`src/rtl/imm_gen_if.sv`:
```
// D->X handshake bundle for imm_gen_pipe: decode-side entry plus X-side head entry.
// The master drives the entry and out_ready; the slave (the buffer) drives everything else.
interface imm_gen_if #(
    parameter int XLEN = 32
);
    logic            in_valid;
    logic            in_ready;
    logic [XLEN-1:0] in_pc;
    logic [XLEN-1:0] in_inst;
    logic [2:0]      in_imm_sel;
    logic            out_valid;
    logic            out_ready;
    logic [XLEN-1:0] out_pc;
    logic [XLEN-1:0] out_inst;
    logic [XLEN-1:0] out_imm;
    logic            out_illegal;

    modport master (
        output in_valid, in_pc, in_inst, in_imm_sel, out_ready,
        input  in_ready, out_valid, out_pc, out_inst, out_imm, out_illegal
    );

    modport slave (
        input  in_valid, in_pc, in_inst, in_imm_sel, out_ready,
        output in_ready, out_valid, out_pc, out_inst, out_imm, out_illegal
    );
endinterface

```
`src/rtl/imm_gen_pipe.sv`:
```
// Immediate generator on the D->X boundary: expands ImmSel at accept and holds entries in a 2-deep skid FIFO.
// Optional macro IMMGEN_ILLEGAL_CHECK_EN stores a per-entry reserved-ImmSel flag driven on out_illegal.
module imm_gen_pipe #(
    parameter int XLEN  = 32,
    parameter int DEPTH = 2
) (
    input  logic     clk,
    input  logic     rst,
    input  logic     flush,
    imm_gen_if.slave bus
);
    logic [1:0]      count_reg, count_next;
    logic            rd_ptr_reg, rd_ptr_next;
    logic            wr_ptr_reg, wr_ptr_next;
    logic [XLEN-1:0] pc_mem_reg   [DEPTH];
    logic [XLEN-1:0] inst_mem_reg [DEPTH];
    logic [XLEN-1:0] imm_mem_reg  [DEPTH];
    logic            in_ready_int;
    logic            out_valid_int;
    logic            accept;
    logic            pop;
    logic [XLEN-1:0] new_imm;

    function automatic logic [31:0] expand_imm(input logic [31:0] i, input logic [2:0] sel);
        logic [31:0] imm;
        imm = '0;
        case (sel)
            3'd0: imm = {{20{i[31]}}, i[31:25], i[11:7]};
            3'd1: imm = {{19{i[31]}}, i[31], i[7], i[30:25], i[11:8], 1'b0};
            3'd2: imm = {i[31:12], 12'b0};
            // inst[3] separates JAL (J-type) from JALR (I-type) under the shared jump code
            3'd3: imm = i[3] ? {{11{i[31]}}, i[31], i[19:12], i[20], i[30:21], 1'b0}
                             : {{20{i[31]}}, i[31:20]};
            3'd4: imm = {{20{i[31]}}, i[31:20]};
            3'd5: imm = {27'b0, i[24:20]};
            3'd6: imm = {27'b0, i[19:15]};
            default: imm = '0;
        endcase
        return imm;
    endfunction

    assign new_imm       = expand_imm(bus.in_inst, bus.in_imm_sel);
    assign in_ready_int  = (count_reg != 2'd2) & ~rst;
    assign out_valid_int = (count_reg != 2'd0) & ~rst;
    assign accept        = bus.in_valid & in_ready_int;
    assign pop           = out_valid_int & bus.out_ready;

    always_comb begin
        count_next  = count_reg;
        rd_ptr_next = rd_ptr_reg;
        wr_ptr_next = wr_ptr_reg;
        if (flush) begin
            count_next  = 2'd0;
            rd_ptr_next = 1'b0;
            wr_ptr_next = 1'b0;
        end else begin
            if (accept) wr_ptr_next = ~wr_ptr_reg;
            if (pop)    rd_ptr_next = ~rd_ptr_reg;
            case ({accept, pop})
                2'b10:   count_next = count_reg + 2'd1;
                2'b01:   count_next = count_reg - 2'd1;
                default: count_next = count_reg;
            endcase
        end
    end

    always_ff @(posedge clk) begin
        if (rst) begin
            count_reg  <= 2'd0;
            rd_ptr_reg <= 1'b0;
            wr_ptr_reg <= 1'b0;
        end else begin
            count_reg  <= count_next;
            rd_ptr_reg <= rd_ptr_next;
            wr_ptr_reg <= wr_ptr_next;
        end
    end

    // Flushed entries keep their payload; only the count/pointers forget them.
    generate
        for (genvar gi = 0; gi < DEPTH; gi++) begin : g_entry
            localparam logic IDX = 1'(gi);
            always_ff @(posedge clk) begin
                if (rst) begin
                    pc_mem_reg[gi]   <= '0;
                    inst_mem_reg[gi] <= '0;
                    imm_mem_reg[gi]  <= '0;
                end else if (accept && !flush && wr_ptr_reg == IDX) begin
                    pc_mem_reg[gi]   <= bus.in_pc;
                    inst_mem_reg[gi] <= bus.in_inst;
                    imm_mem_reg[gi]  <= new_imm;
                end
            end
        end
    endgenerate

`ifdef IMMGEN_ILLEGAL_CHECK_EN
    logic ill_mem_reg [DEPTH];

    generate
        for (genvar gi = 0; gi < DEPTH; gi++) begin : g_ill
            localparam logic IDX = 1'(gi);
            always_ff @(posedge clk) begin
                if (rst || flush) begin
                    ill_mem_reg[gi] <= 1'b0;
                end else if (accept && wr_ptr_reg == IDX) begin
                    ill_mem_reg[gi] <= (bus.in_imm_sel == 3'd7);
                end
            end
        end
    endgenerate

    assign bus.out_illegal = ill_mem_reg[rd_ptr_reg] & out_valid_int;
`else
    assign bus.out_illegal = 1'b0;
`endif

    // Data outputs are forced to zero during reset, before the storage clears on the edge.
    assign bus.in_ready  = in_ready_int;
    assign bus.out_valid = out_valid_int;
    assign bus.out_pc    = rst ? '0 : pc_mem_reg[rd_ptr_reg];
    assign bus.out_inst  = rst ? '0 : inst_mem_reg[rd_ptr_reg];
    assign bus.out_imm   = rst ? '0 : imm_mem_reg[rd_ptr_reg];
endmodule

```
`src/flat_wrapper.sv`:
```
// flat-port wrapper written by rule: the top's interface ports become plain ports
module imm_gen_pipe_flat 
#(
    parameter int XLEN  = 32,
    parameter int DEPTH = 2
)
  (clk, rst, flush, bus_in_valid, bus_in_pc, bus_in_inst, bus_in_imm_sel, bus_out_ready, bus_in_ready, bus_out_valid, bus_out_pc, bus_out_inst, bus_out_imm, bus_out_illegal);
  imm_gen_if #(.XLEN(XLEN)) bus_i ();
  input  logic clk;
  input  logic rst;
  input  logic flush;
  input wire logic [$bits(bus_i.in_valid)-1:0] bus_in_valid;
  input wire logic [$bits(bus_i.in_pc)-1:0] bus_in_pc;
  input wire logic [$bits(bus_i.in_inst)-1:0] bus_in_inst;
  input wire logic [$bits(bus_i.in_imm_sel)-1:0] bus_in_imm_sel;
  input wire logic [$bits(bus_i.out_ready)-1:0] bus_out_ready;
  output wire logic [$bits(bus_i.in_ready)-1:0] bus_in_ready;
  output wire logic [$bits(bus_i.out_valid)-1:0] bus_out_valid;
  output wire logic [$bits(bus_i.out_pc)-1:0] bus_out_pc;
  output wire logic [$bits(bus_i.out_inst)-1:0] bus_out_inst;
  output wire logic [$bits(bus_i.out_imm)-1:0] bus_out_imm;
  output wire logic [$bits(bus_i.out_illegal)-1:0] bus_out_illegal;
  assign bus_i.in_valid = bus_in_valid;
  assign bus_i.in_pc = bus_in_pc;
  assign bus_i.in_inst = bus_in_inst;
  assign bus_i.in_imm_sel = bus_in_imm_sel;
  assign bus_i.out_ready = bus_out_ready;
  assign bus_in_ready = bus_i.in_ready;
  assign bus_out_valid = bus_i.out_valid;
  assign bus_out_pc = bus_i.out_pc;
  assign bus_out_inst = bus_i.out_inst;
  assign bus_out_imm = bus_i.out_imm;
  assign bus_out_illegal = bus_i.out_illegal;
  imm_gen_pipe #(.XLEN(XLEN), .DEPTH(DEPTH)) u_core (.clk(clk), .rst(rst), .flush(flush), .bus(bus_i));
endmodule
```
`config.mk`:
```
export PLATFORM = sky130hd
export DESIGN_NAME = imm_gen_pipe_flat
export DESIGN_NICKNAME = d
export VERILOG_FILES = /design/src/rtl/imm_gen_if.sv /design/src/rtl/imm_gen_pipe.sv /design/src/flat_wrapper.sv
export SDC_FILE = /design/constraint.sdc
export NUM_CORES = 1
export LEC_CHECK = 0
export ABC_AREA = 1
export BUFFER_PORTS_ARGS = -buffer_cell sky130_fd_sc_hd__clkbuf_2
export CAP_MARGIN = 10
export CORE_ASPECT_RATIO = 1.2
export CORE_MARGIN = 5
export CORE_UTILIZATION = 50
export CTS_CLUSTER_DIAMETER = 100
export DETAILED_ROUTE_END_ITERATION = 16
export GPL_TIMING_DRIVEN = 0
export PLACE_DENSITY = 0.73
export SLEW_MARGIN = 15
export SYNTH_ARGS = -nofsm -noshare
export SYNTH_HDL_FRONTEND = slang
export SYNTH_SLANG_ARGS = --single-unit
```
`constraint.sdc`:
```
create_clock -name clk -period 3.7 [get_ports clk]
set_clock_uncertainty 0.1 [all_clocks]
set_input_delay 0.37 -clock clk [delete_from_list [all_inputs] [get_ports clk]]
set_output_delay 0.37 -clock clk [all_outputs]
set_load 0.1 [all_outputs]
```
==> flow_summary.toml <==
[power_and_ir_drop]
peakVddDrop_uv = 324
pwr_density_cell_mw_per_mm2 = 482
leakage_nw = 5.16
p_total_mw = 5.29

[synth]
yosysTopAreaCellShare_pct = 62.9
synth_edf_count = 192
synth_top_area_cell = "edfxtp_1"
yosys_warnings = 0
async_flop_share_pct = 0
syn-num-nets = 1046
synth_common_cells = "360 x nor2_1, 192 x edfxtp_1, 103 x o21ai_0, 84 x inv_1, 79 x nand2_1"
synth_area_sq_mm = 0.00917
synth_cells = 973
synth_flop_cell = "edfxtp_1"
seq_area_frac_synth_pct = 64.0
synthTopCellsByArea = "edfxtp_1 63%, nor2_1 15%, o21ai_0 5.6%, inv_1 3.4%, nand2_1 3.2%"
ys_ff_latch = 197
yosys.cell_count.top_type = "nor2_1"
synth_cell_types = 25
synth.avg_cell_area_sq_um = 9.42

[clock_network]
cts_tree = "done"
clk_pin_slew_worst_paths_ps = 70
hold_buffers = 0
postCtsSetupBuffers = 0
root_buffer = "clkbuf_16"
cts.repair.resized = 0
clock_latency_ps = 440
numCtsBuffers = 17
clk_path_buf_depth = 2
h-tree-depth = 4
clock-sinks = 197

[routing]
via_per_inst = 5.23
drt_wl_total_mm = 24.3
first_iter_violations = 494
drtPass1Iterations = 5
drc = 0
ant_nets = 0
num_vias = 7313
wl_per_cell_microns = 17.4

[die]
die-area_sq_mm = 0.0212
fp.dieW_microns = 134
placeableCoreArea_sq_mm = 0.0181
io_pins = 171
die_y_microns = 158
start_util_pct = 50.6
rows = 54

[global_route]
grt-ovfl-total = 0
grt_util_all_layers_pct = 23.3
grt_pass1_vias = 7242
antenna_found_initial = 0
grt_pass1_wl_mm = 37.6
grt_max_degree = 53

[timing]
worst_pin_slew_ps = 720
rsz0062_at_grt = "false"
slew_viol_final = 0
timing.final.crit_share_pct = 83.4
fmax_ghz = 0.324
hold_violations = 0
tns_ps = 0
slew_headroom_pct = 52.0
setup_viol = 0
post-route-min-period_ps = 3090

[setup_path]
worstSetupPathType = "reg -> out"
endpoint_kind = "primary output"
critPathRequiredTime_ps = 3230
rr_startpoint = "u_core.count_reg[0]"
reg2reg_depth = 9
critPathMaxFanout = 10
startpoint_type = "flop"
reg2reg_setup_slack_ps = 1070
r2r-end = "u_core.inst_mem_reg[1][9]"
worst_ep_arrival_time_ps = 2620

[placement]
gp_congestion = 0.947
dp_hpwl_mm = 17.1
dp.cells = 1366
io_buffers = 167

[layout]
nets = 1234
area_delta_synth_final_pct = 19.5
drive_above_1_share_pct = 21.5
n_antenna_cell = 0
fin_util_pct = 60.5
stdcell_count = 1398

[hold_path]
holdPathEnd = "u_core.pc_mem_reg[1][3]"
min_from = "bus_in_pc[3]"
min_path_type = "in -> reg"
holdPathStages = 3

[job]
maxCapViolCount = 0

[status]
outcome = "completed"
-- where the power goes --
group,total [mW],switching [mW],internal (mW),leakage [nW]
logic,0.796,0.665,0.131,2.82
registers,2.58,0.0252,2.55,2.05
clock network,1.91,0.841,1.07,0.285
total,5.29,1.53,3.75,5.16
-- worst max-delay path by stage --
stage	cells past startpoint	startpoint	endpoint	slack (ps)
finish	7	flop	bus_out_inst[22]	610
global route	7	flop	bus_out_inst[23]	450
CTS	7	flop	bus_out_inst[22]	590
detailed placement	9	rst	u_core.inst_mem_reg[1][9]	790
global placement	5	rst	u_core.inst_mem_reg[1][5]	-1670
floorplan	7	rst	u_core.imm_mem_reg[1][0]	50
-- stage by stage --
| step | setup slack, ps | area, sq um | hold slack, ps |
|---|---|---|---|
| after floorplan | 51.4 | 9170 | 367 |
| after global placement | -1670 | 10300 | 378 |
| after detailed placement | 795 | 10400 | 392 |
| after CTS | 589 | 11000 | 130 |
| after global routing | 454 | 11000 | 145 |
| final | 612 | 11000 | 137 |
-- cell type report --
| type | count | area (sq um) |
|---|---|---|
| Sequential cell | 197 | 5870 |
| Timing Repair Buffer | 169 | 891 |
| Clock inverter | 15 | 175 |
| Tap cell | 224 | 280 |
| Inverter | 88 | 330 |
| Fill cell | 1556 | 7150 |
| Clock buffer | 17 | 425 |
| Multi-Input combinational cell | 628 | 2670 |
| Buffer | 60 | 315 |
-- cell usage in the layout, fill, tap and decap left out, types with 19 or more instances in the layout --
master / n
nor2_1: 360
edfxtp_1: 192
clkbuf_2: 168
o21ai_0: 103
inv_1: 84
nand2_1: 77
clkbuf_1: 30
nand3_1: 21
buf_2: 20
a21oi_1: 19
-- per-layer routing --
metal,track usage (%),wire length [microns]
met2,40.9,12400
met5,0,0
met1,28.6,9560
met3,4.99,1680
met4,8.67,639
-- cell families (layout without fill, tap and decap cells) --
| family | after synthesis | after routing | synth area share (%) |
|---|---|---|---|
| AOI/OAI and AO/OA | 126 | 126 | 6.93 |
| buffers and inverters | 148 | 349 | 7.04 |
| other | 1 | 1 | 0.0409 |
| and+or+nand+nor | 500 | 500 | 21.9 |
| adders and majority gates | 1 | 1 | 0.136 |
| DFF | 197 | 197 | 64.0 |
-- critical path: stages (launching register included) --
cell and delay (ps):
dfxtp_1 440, buf_2 270, inv_2 150, buf_2 270, buf_2 290, nor2_1 70, nor2_1 200, clkbuf_2 500
No activity file was read; power rests on OpenSTA's default activity.
